File: config.mk
export PLATFORM = sky130hd
export DESIGN_NAME = clk_div_ratio_detector
export DESIGN_NICKNAME = d
export VERILOG_FILES = /design/src/rtl/clk_div_pkg.sv /design/src/rtl/clk_in_edge_detect.sv /design/src/rtl/clk_div_ratio_detector.sv
export SDC_FILE = /design/constraint.sdc
export NUM_CORES = 1
export LEC_CHECK = 0
export ABC_AREA = 1
export CAP_MARGIN = 20
export CORE_MARGIN = 4
export CORE_UTILIZATION = 25
export CTS_BUF_LIST = sky130_fd_sc_hd__clkbuf_4
export DETAILED_ROUTE_END_ITERATION = 8
export GPL_TIMING_DRIVEN = 0
export SLEW_MARGIN = 20
export SYNTH_ARGS = -nofsm -noshare
export SYNTH_HDL_FRONTEND = slang
export SYNTH_SLANG_ARGS = --single-unit
File: constraint.sdc
create_clock -name clk -period 1.99 [get_ports clk]
set_input_delay 0.398 -clock clk [delete_from_list [all_inputs] [get_ports clk]]
set_output_delay 0.398 -clock clk [all_outputs]
set_load 0.03 [all_outputs]
File: src/rtl/clk_div_pkg.sv
// Shared types and defaults for the divided-clock ratio detector.
// Optional input synchronizer is selected with CLK_DIV_DETECT_SYNC_EN.
package clk_div_pkg;

  localparam int unsigned DEF_W          = 8;
  localparam int unsigned DEF_LOCK_COUNT = 3;

  typedef enum logic [1:0] {
    IDLE    = 2'd0,
    ALIGN   = 2'd1,
    MEASURE = 2'd2
  } state_t;

endpackage

File: src/rtl/clk_in_edge_detect.sv
// Conditions the divided clock: optional 2-flop synchronizer (CLK_DIV_DETECT_SYNC_EN),
// then a previous-sample register producing a single-cycle rise strobe.
module clk_in_edge_detect (
  input  logic clk,
  input  logic rst,
  input  logic clk_in,
  output logic clk_in_s_c,
  output logic rise_c
);

  logic prev_q;

`ifdef CLK_DIV_DETECT_SYNC_EN
  logic [1:0] sync_q;

  always_ff @(posedge clk) begin
    if (rst) begin
      sync_q <= 2'b00;
    end else begin
      sync_q <= {sync_q[0], clk_in};
    end
  end

  assign clk_in_s_c = sync_q[1];
`else
  // Divided clock is already synchronous to clk; sample it directly.
  assign clk_in_s_c = clk_in;
`endif

  always_ff @(posedge clk) begin
    if (rst) begin
      prev_q <= 1'b0;
    end else begin
      prev_q <= clk_in_s_c;
    end
  end

  assign rise_c = clk_in_s_c & ~prev_q;

endmodule

File: src/rtl/clk_div_ratio_detector.sv
// Recovers the divide ratio and high time of a divided clock, flags lock and stuck input.
// Build option: CLK_DIV_DETECT_SYNC_EN inserts a 2-flop synchronizer ahead of edge detect.
module clk_div_ratio_detector
  import clk_div_pkg::*;
#(
  parameter int unsigned W          = DEF_W,
  parameter int unsigned LOCK_COUNT = DEF_LOCK_COUNT
) (
  input  logic         clk,
  input  logic         rst,
  input  logic         enable,
  input  logic         clkIn,
  output logic [W-1:0] ratio,
  output logic [W-1:0] highCnt,
  output logic         ratioValid,
  output logic         locked,
  output logic         stuckErr
);

  localparam int unsigned MW = $clog2(LOCK_COUNT + 1);
  // Longest period still measurable; one more cycle without a rise is a timeout.
  localparam logic [W-1:0]  PER_LIMIT = W'((1 << W) - 2);
  localparam logic [MW-1:0] MATCH_SAT = MW'(LOCK_COUNT);

  state_t        state;
  state_t        state_next;
  logic          clk_in_s_c;
  logic          rise_c;
  logic [W-1:0]  per_cnt;
  logic [W-1:0]  hi_cnt;
  logic [MW-1:0] match_cnt;
  logic [MW-1:0] match_next_c;
  logic          at_limit_c;
  logic          clear_c;
  logic          start_c;
  logic          capture_c;
  logic          timeout_c;
  logic          count_c;

  clk_in_edge_detect u_edge (
    .clk        (clk),
    .rst        (rst),
    .clk_in     (clkIn),
    .clk_in_s_c (clk_in_s_c),
    .rise_c     (rise_c)
  );

  assign at_limit_c = (per_cnt == PER_LIMIT);

  always_ff @(posedge clk) begin
    if (rst) begin
      state <= IDLE;
    end else begin
      state <= state_next;
    end
  end

  always_comb begin
    state_next = state;
    case (state)
      IDLE: begin
        if (enable) state_next = ALIGN;
      end
      ALIGN: begin
        if (!enable)     state_next = IDLE;
        else if (rise_c) state_next = MEASURE;
      end
      MEASURE: begin
        if (!enable)                    state_next = IDLE;
        else if (!rise_c && at_limit_c) state_next = ALIGN;
      end
      default: state_next = IDLE;
    endcase
  end

  // Decode the datapath action for this cycle; enable low overrides any edge.
  always_comb begin
    clear_c   = 1'b0;
    start_c   = 1'b0;
    capture_c = 1'b0;
    timeout_c = 1'b0;
    count_c   = 1'b0;
    case (state)
      IDLE: begin
        clear_c = 1'b1;
      end
      ALIGN: begin
        if (!enable)     clear_c = 1'b1;
        else if (rise_c) start_c = 1'b1;
      end
      MEASURE: begin
        if (!enable)          clear_c   = 1'b1;
        else if (rise_c)      capture_c = 1'b1;
        else if (at_limit_c)  timeout_c = 1'b1;
        else                  count_c   = 1'b1;
      end
      default: clear_c = 1'b1;
    endcase
  end

  always_comb begin
    match_next_c = MW'(1);
    if ((match_cnt != '0) && (per_cnt == ratio)) begin
      if (match_cnt < MATCH_SAT) match_next_c = match_cnt + MW'(1);
      else                       match_next_c = match_cnt;
    end
  end

  always_ff @(posedge clk) begin
    if (rst) begin
      per_cnt    <= '0;
      hi_cnt     <= '0;
      match_cnt  <= '0;
      ratio      <= '0;
      highCnt    <= '0;
      ratioValid <= 1'b0;
      locked     <= 1'b0;
      stuckErr   <= 1'b0;
    end else begin
      ratioValid <= 1'b0;
      stuckErr   <= 1'b0;
      if (clear_c) begin
        per_cnt   <= '0;
        hi_cnt    <= '0;
        match_cnt <= '0;
        locked    <= 1'b0;
      end else if (start_c) begin
        per_cnt <= W'(1);
        hi_cnt  <= W'(clk_in_s_c);
      end else if (capture_c) begin
        ratio      <= per_cnt;
        highCnt    <= hi_cnt;
        ratioValid <= 1'b1;
        match_cnt  <= match_next_c;
        locked     <= (match_next_c >= MATCH_SAT);
        per_cnt    <= W'(1);
        hi_cnt     <= W'(clk_in_s_c);
      end else if (timeout_c) begin
        stuckErr  <= 1'b1;
        ratio     <= '0;
        highCnt   <= '0;
        locked    <= 1'b0;
        match_cnt <= '0;
        per_cnt   <= '0;
        hi_cnt    <= '0;
      end else if (count_c) begin
        per_cnt <= per_cnt + W'(1);
        hi_cnt  <= hi_cnt + W'(clk_in_s_c);
      end
    end
  end

endmodule

==> qor.txt <==
IO buf count = 22
vias in the first global route = 1,806
cts bufs inserted = 5
H-tree depth = 2
setup tns final = 0 ns
worst-path cell chain = clkdlybuf4s50_1
share of cells above drive strength 1 = 0.1040
IO Pins = 23
GP Congestion = 0.8121
routed len/inst = 10.96 um
# rows = 33
CP arrival = 1.46 ns
critical path class = reg -> out
# diodes = 0
VDD IR-drop max = 302.2 uV
CTS Hold Buffers Added = 0
clock-pin slew on the worst setup and hold paths = 0.13 ns
slowest cell on the critical path = clkdlybuf4s50_1
worst min path class = reg -> reg
Yosys cell types = 28
Worst Skew = 0.01042 ns
max incr delay on CP = 0.70 ns
# setup viols final = 0
Hold Fails Final Rpt = 0
TritonCTS clock tree = yes
Die Area = 9999 um2
status = complete, no violations
power per cell area = 711.2 nW/um2
Finished Core Util = 0.3140
flops & latches, synth = 40
Buf+Inv Stages, Crit Path = 1
initial antenna violation count = 0
Largest delay share family, worst path = buffers and inverters
fin crit period = 1.857 ns
Nets = 338
Initial DRC Count = 60
Post-DP HPWL = 3.611 mm
RSZ-0062 raised after global routing = true
first-pass GRT wire length = 8.197 mm
post-synthesis sequential area ratio = 0.3785
Max Slew Vio Count = 0
Seq pwr share = 0.461
Tcrit/Tclk final = 0.9334
routed via count = 1,893
Rel. slew slack = 0.6212
Worst-Margin Slew = 0.5682 ns
most frequent cells in the layout = nand2_1 (70), dfxtp_1 (39), nor2_1 (37)
hold slack = 0.4676 ns
Cells after Synth = 297
crit end category = primary output
Pint = 1.230 mW
total grt overflow = 0
P&R area growth vs syn = 21.94%
Final Power = 1.835 mW
worst reg2reg setup slack = 0.16 ns
most common cell after layout, fill and taps aside = nand2_1
CP Data Required Time = 1.59 ns
switch share = 0.3299
worst-path fanout max = 4
max_cap viols = 0
chip height = 100.0 um
CTS max path bufs = 2
clk sinks = 40
GRT Overall Usage = 0.09867
Leakage = 0.8800 nW
switching power = 0.6053 mW
Clock Latency Late Sink = 0.35 ns
Syn Area/Cell = 7.124 um2
pin count of the biggest net entering global routing = 15
final WL = 4.736 mm
fmax = 538.4 MHz
post-route ant nets = 0
Syn Nets = 309
Residual DRC = 0
Starting Density = 0.2575
vias per inst = 4.382
Die Wd = 100.0 um
Clk network pwr share = 0.311
Core ar. = 8217 um2
Syn Std Cell Area = 2116 um2
combinational share of power = 0.228
startpoint types = flip-flop
yosys warns = 0
clock root buffer = clkbuf_4
TritonRoute pass-1 iters = 4
cell usage after synthesis:
cell type / instances / share of area
buf_6: 4 / 0.021
o32ai_1: 1 / 0.0041
ha_1: 8 / 0.047
o21ai_0: 2 / 0.0047
a21oi_1: 31 / 0.073
inv_2: 2 / 0.0035
nand4_1: 4 / 0.012
a21oi_2: 2 / 0.0083
nand3_4: 1 / 0.0083
inv_1: 31 / 0.055
nor2_2: 3 / 0.0089
nor3_4: 1 / 0.0077
nand3_1: 29 / 0.069
dfxtp_1: 40 / 0.38
nand2_4: 2 / 0.011
nand2_2: 3 / 0.0089
buf_4: 1 / 0.0035
xnor2_1: 5 / 0.021
a31oi_2: 1 / 0.0059
nor2_1: 38 / 0.067
clkinv_1: 1 / 0.0018
xor2_1: 5 / 0.021
nor3_1: 5 / 0.012
o21bai_1: 2 / 0.0071
o211ai_1: 1 / 0.0035
nand2_1: 70 / 0.12
clkbuf_1: 3 / 0.0053
buf_8: 1 / 0.0071
layer usage:
| layer | GRT usage | wire, um | vias up |
|---|---|---|---|
| met5 | 0 | 0 | - |
| met4 | 0.02176 | 38 | 0 |
| met3 | 0.02293 | 315 | 4 |
| met2 | 0.1626 | 2073 | 42 |
| met1 | 0.1318 | 2308 | 841 |
| li1 | - | - | 1006 |
power groups by stage:
stage / logic [mW] / clock network [mW] / registers [mW]
floorplan: 0.308 / 0 / 0.856
CTS: 0.410 / 0.591 / 0.843
finish: 0.419 / 0.571 / 0.845
detailed placement: 0.405 / 0 / 0.861
global placement: 0.389 / 0 / 0.858
global route: 0.473 / 0.622 / 0.851
path summary, 6_finish.rpt:
path,from,to,cells after the start
min,highCnt[1],highCnt[1],2
min reg2reg,highCnt[1],highCnt[1],2
max,ratio[0],ratio[0],1
max reg2reg,per_cnt[0],ratio[6],10
cell families after synthesis:
| kind of cell | after synthesis | synth area share |
|---|---|---|
| and+or+nand+nor | 156 | 0.3282 |
| adders and majority gates | 8 | 0.04731 |
| xor gates and xnor gates | 10 | 0.04139 |
| AOI/OAI and AO/OA | 40 | 0.1070 |
| buffers and inverters | 43 | 0.09757 |
| DFF | 40 | 0.3785 |
state kept, by name (all words and copies together), names as in the netlist:
| name | cells |
|---|---|
| hi_cnt | 8 |
| ratioValid | 1 |
| match_cnt | 2 |
| per_cnt | 8 |
| state | 2 |
| highCnt | 8 |
| ratio | 8 |
| u_edge.prev_q | 1 |
| locked | 1 |
| stuckErr | 1 |
timing repair:
| action | CTS | global route |
|---|---|---|
| gates resized for setup | 1 | 8 |
| setup endpoints to repair | 1 | 16 |
| setup buffers | 0 | 0 |
stage by stage:
stage / setup WS, ns / cell area (um2) / std cells
global route: -0.004899 / 2580 / 432
detailed placement: -0.2730 / 2467 / 424
finish: 0.1325 / 2580 / 432
global placement: -0.2619 / 2467 / 424
CTS: 0.02940 / 2560 / 432
floorplan: 0.3721 / 2116 / 297
layout make-up:
class	instances	area (um2)
Clock inverter	3	46.29
Tap cell	105	131.4
Multi-Input combinational cell	214	1135
Buffer	9	80.08
Fill cell	876	5637
Timing Repair Buffer	22	220.2
Clock buffer	5	37.54
Sequential cell	40	802.0
Inverter	34	127.6
Note: power is estimated with default switching activity, not from simulation.
